--- src/rtl/column_frame_rx.sv ---
// Board-to-board move link receiver: samples the peer serial clock/data pair, deserializes
// 10-bit frames (start, D[6:0] MSB first, flag, even parity) and validates one-hot moves.
module column_frame_rx #(
  parameter int TIMEOUT_CYCLES = 4096,
  parameter int CNT_W          = 13
) (
  input  logic       clk,
  input  logic       reset,
  input  logic       clk_in,
  input  logic       bit_in,
  output logic [6:0] column_select,
  output logic [6:0] constant_col_sel,
  output logic       three_in,
  output logic       frame_valid,
  output logic       frame_error
);

  typedef enum logic [1:0] {
    IDLE   = 2'd0,
    DATA   = 2'd1,
    FLAG   = 2'd2,
    PARITY = 2'd3
  } state_t;

  localparam logic [CNT_W-1:0] TMO_LAST = CNT_W'(TIMEOUT_CYCLES - 1);

  logic             s1_clk;
  logic             s2_clk;
  logic             c_prev;
  logic             s1_bit;
  logic             s2_bit;
  logic             rise;
  state_t           state;
  logic [2:0]       bit_cnt;
  logic [6:0]       data;
  logic             flag;
  logic [CNT_W-1:0] tmo_cnt;
  logic             timeout;
  logic             parity_ok;
  logic             one_hot;

  // Sync stages reset high so a line parked high across reset never looks like an edge.
  always_ff @(posedge clk) begin
    if (reset) begin
      s1_clk <= 1'b1;
      s2_clk <= 1'b1;
      c_prev <= 1'b1;
      s1_bit <= 1'b1;
      s2_bit <= 1'b1;
    end else begin
      s1_clk <= clk_in;
      s2_clk <= s1_clk;
      c_prev <= s2_clk;
      s1_bit <= bit_in;
      s2_bit <= s1_bit;
    end
  end

  assign rise = s2_clk & ~c_prev;

  // A rise landing on the expiry cycle keeps the frame alive.
  assign timeout   = (state != IDLE) && !rise && (tmo_cnt == TMO_LAST);
  assign parity_ok = ~(^{data, flag, s2_bit});
  assign one_hot   = (data != 7'd0) && ((data & (data - 7'd1)) == 7'd0);

  always_ff @(posedge clk) begin
    if (reset) begin
      state            <= IDLE;
      bit_cnt          <= 3'd0;
      data             <= 7'd0;
      flag             <= 1'b0;
      tmo_cnt          <= '0;
      column_select    <= 7'd0;
      constant_col_sel <= 7'd0;
      three_in         <= 1'b0;
      frame_valid      <= 1'b0;
      frame_error      <= 1'b0;
    end else begin
      column_select <= 7'd0;
      three_in      <= 1'b0;
      frame_valid   <= 1'b0;
      frame_error   <= 1'b0;

      if (state == IDLE || rise || timeout) begin
        tmo_cnt <= '0;
      end else begin
        tmo_cnt <= tmo_cnt + CNT_W'(1);
      end

      if (timeout) begin
        frame_error <= 1'b1;
        state       <= IDLE;
        bit_cnt     <= 3'd0;
        data        <= 7'd0;
        flag        <= 1'b0;
      end else if (rise) begin
        case (state)
          IDLE: begin
            if (s2_bit) begin
              state   <= DATA;
              bit_cnt <= 3'd0;
              data    <= 7'd0;
            end
          end
          DATA: begin
            data <= {data[5:0], s2_bit};
            if (bit_cnt == 3'd6) begin
              state <= FLAG;
            end else begin
              bit_cnt <= bit_cnt + 3'd1;
            end
          end
          FLAG: begin
            flag  <= s2_bit;
            state <= PARITY;
          end
          PARITY: begin
            state <= IDLE;
            if (parity_ok && one_hot) begin
              column_select    <= data;
              constant_col_sel <= data;
              three_in         <= flag;
              frame_valid      <= 1'b1;
            end else begin
              frame_error <= 1'b1;
            end
          end
          default: state <= IDLE;
        endcase
      end
    end
  end

endmodule

--- config.mk ---
export PLATFORM = sky130hd
export DESIGN_NAME = column_frame_rx
export DESIGN_NICKNAME = d
export VERILOG_FILES = /design/src/rtl/column_frame_rx.sv
export SDC_FILE = /design/constraint.sdc
export NUM_CORES = 1
export LEC_CHECK = 0
export CAP_MARGIN = 10
export CORE_MARGIN = 4
export CORE_UTILIZATION = 50
export CTS_CLUSTER_SIZE = 25
export DETAILED_ROUTE_END_ITERATION = 6
export PLACE_DENSITY = 0.86
export RECOVER_POWER = 25
export SLEW_MARGIN = 20
export SYNTH_ARGS = -nofsm -noshare
export SYNTH_HDL_FRONTEND = slang
export SYNTH_SLANG_ARGS = --single-unit
--- constraint.sdc ---
create_clock -name clk -period 2.2 [get_ports clk]
set_input_delay 0.55 -clock clk [delete_from_list [all_inputs] [get_ports clk]]
set_output_delay 0.55 -clock clk [all_outputs]
set_load 0.02 [all_outputs]
==> results.toml <==
[placement]
numPortBuffers = 20
dp_slack_ns = 0.0307
dpl.hpwl_mm = 2.65
placed_area_um2 = 2380
gp_congestion = 0.823
placedCellCount = 298

[worst_setup_path]
start_kind = "flip-flop"
crit_type = "flip-flop to flip-flop"
cp_data_required_time_ns = 2.43
worst-path-max-fanout = 13
r2r_start = "data[2]$_SDFFE_PP0P_"
r2r_slack_ns = 0.07
reg2reg_depth = 7
r2r_end = "constant_col_sel[1]$_SDFFE_PP0P_"
end_kind = "flip-flop"
cp.arrival_ns = 2.37

[logic_synthesis]
ys_seq_area_share_pct = 46.2
yosys_warnings = 0
synthCells = 225
synthDominantCellAreaShare_pct = 46.2
synth_top_cell_by_area = "dfxtp_1"
ys_ff_latch = 48
yosys-top-cells-area = "dfxtp_1 46%, ha_1 8.4%, nor2_1 5.8%"
netlist_area_um2 = 2080
synth_nets = 243
synth_cell_types = 43
synth.avg_cell_area_um2 = 9.25

[power]
p_comb_share_pct = 2.4
p_int_mw = 1.26
pwr_density_cell_nw_per_um2 = 625
peakVddDrop_uv = 393
total_power_mw = 1.57
seqPwrFrac_pct = 55.6
clock_power_share_pct = 42.0
leakagePower_nw = 0.940
switching_power_mw = 0.313
switching_share_pct = 19.9

[min_path]
min_to = "s2_bit$_SDFF_PP1_"
hold_class = "flip-flop to flip-flop"
min_from = "s1_bit$_SDFF_PP1_"
min_path_cells = 1

[floorplan]
die_area_um2 = 5260
initial_utilization_pct = 52.0
core_area_um2 = 4000
ios = 21
die_w_um = 72.5
rows = 23
die_h_um = 72.5

[final_layout]
layout.nets = 275
fillers = 334
n_antenna_cell = 0
ff_latch_area_um2 = 962
utilization_pct = 63.0
fin_cells = 308
multi_input_area_um2 = 1030
final_layout_size_suffix_gt1_share_pct = 13.6
syn_to_final_growth_pct = 21.1
stdcell_area_um2 = 2520

[sta]
min_period_ns = 2.13
fin_ws_ns = 0.0682
fin_setup_tns_ns = 0
setup_viol = 0
drv_slew = 0
slew_headroom_pct = 67.9
fin_skew_ns = 0.00827
worst_pin_slew_ns = 0.482
finalCritPeriodShare_pct = 96.9
hold_violations = 0
max_freq_mhz = 469
hold-worst-slack_ns = 0.416

[routing]
drtIter0Drc = 96
drt-vias-per-instance = 5.14
route.detailed.wl_per_inst_um = 12.2
drc = 0
drt_pre_antenna_iters = 4
num_vias = 1584
wl_mm = 3.77
ant_nets = 0

[clocking]
worstSkewPairLatency_ns = 0.30
cts_root_buffer = "clkbuf_8"
clk_pin_slew_worst_paths_ns = 0.09
h-tree-depth = 2
clock_sinks = 48
cts_buffers = 5
cts_tree = "built"
clock_path_buffers = 2

[global_route]
grt_pass1_vias = 1476
grt_max_degree = 16
overflow = 0
antenna_found_initial = 0
grt_use_total_pct = 15.1
grt_pass1_wl_mm = 6.27

[flow_run]
cap_violations = 0

[outcome]
status = "completed"
[timing repair]
item                       CTS  global route
setup endpoints to repair    0             7
resized for setup            0             2
hold buffers                 0             0
setup buffers                0             2
[per-layer routing]
| layer | share of wire, % | GRT usage (%) |
|---|---|---|
| met1 | 45 | 17.7 |
| met2 | 49 | 26.6 |
| met3 | 4.6 | 4.71 |
| met4 | 1.0 | 4.51 |
| met5 | 0 | 0 |
[power by group through the flow]
stage | Sequential, mW | Clock, mW | Combinational, mW
after floorplan | 0.896 | 0 | 0.0242
after detailed placement | 0.897 | 0 | 0.0373
final | 0.876 | 0.661 | 0.0376
after CTS | 0.876 | 0.670 | 0.0377
after global routing | 0.877 | 0.704 | 0.0421
after global placement | 0.896 | 0 | 0.0362
[area by class of cell]
| type | instances | area share (%) |
|---|---|---|
| Multi-Input combinational cell | 155 | 40.9 |
| Inverter | 14 | 2.09 |
| Sequential cell | 48 | 38.2 |
| Timing Repair Buffer | 33 | 11.5 |
| Clock inverter | 2 | 1.54 |
| Clock buffer | 6 | 3.28 |
| Tap cell | 50 | 2.48 |
[cells by family after synthesis]
logic type / Yosys count / synth area share [%]
simple gates: 89 / 21.8
flops: 48 / 46.2
compound gates: 36 / 11.5
buf+inv: 22 / 4.51
xor+xnor: 14 / 6.55
fa+ha+maj: 14 / 8.42
mux: 2 / 1.02
[state kept, by name (all words and copies together), names as in the netlist]
name	flops
flag	1
s1_bit	1
three_in	1
bit_cnt	3
tmo_cnt	13
s2_bit	1
s1_clk	1
frame_valid	1
s2_clk	1
constant_col_sel	7
column_select	7
frame_error	1
data	7
c_prev	1
state	2
[worst max path at each step]
stage | cells after the start | to | startpoint
floorplan | 8 | constant_col_sel[5]$_SDFFE_PP0P_ | data[4]$_SDFFE_PP0P_
global placement | 7 | constant_col_sel[1]$_SDFFE_PP0P_ | data[5]$_SDFFE_PP0P_
detailed placement | 7 | constant_col_sel[1]$_SDFFE_PP0P_ | data[2]$_SDFFE_PP0P_
CTS | 7 | constant_col_sel[1]$_SDFFE_PP0P_ | data[2]$_SDFFE_PP0P_
global route | 7 | constant_col_sel[1]$_SDFFE_PP0P_ | data[5]$_SDFFE_PP0P_
finish | 7 | constant_col_sel[1]$_SDFFE_PP0P_ | data[2]$_SDFFE_PP0P_
[worst max-delay path, stage by stage (launching register included)]
cell	delay, ns
dfxtp_1	0.39
inv_1	0.08
ha_1	0.22
nand4b_1	0.10
nand2_1	0.06
or4_4	0.61
or3_2	0.47
a21oi_1	0.13
[cells in the final DEF (no fill, tap or decap), types with 5 or more instances in the layout]
master,synthesis,layout
dfxtp_1,48,47
nor2_1,32,32
inv_1,14,14
ha_1,14,14
nand2_1,12,12
a21oi_1,11,11
buf_4,0,11
clkdlybuf4s50_1,0,10
dlygate4sd3_1,0,10
xnor2_1,9,9
and2_1,8,8
a22oi_1,7,7
o21ai_0,6,6
nand3_1,7,6
clkbuf_8,0,6
or2_2,5,5
nand2b_1,5,5
[Yosys cell counts, drive strengths merged]
cell type   n
xor2        4
dfxtp      48
nand4b      1
o21ai       6
or2         5
or3         5
a22o        1
nand3       7
a21boi      1
xnor2       9
o221ai      1
nand2      12
a31o        1
a21oi      12
a2111oi     1
nor4        3
nor3        4
nand2b      5
and3        1
nor2       32
nand4       2
and2        8
xnor3       1
a22oi       7
or4         1
o311a       1
and3b       1
o2bb2ai     1
o21bai      1
nor2b       2
inv        14
ha         14
mux2i       1
a21o        1
a32oi       1
mux2        1
a211oi      1
buf         4
clkbuf      4
(Power assumes the default switching activity.)
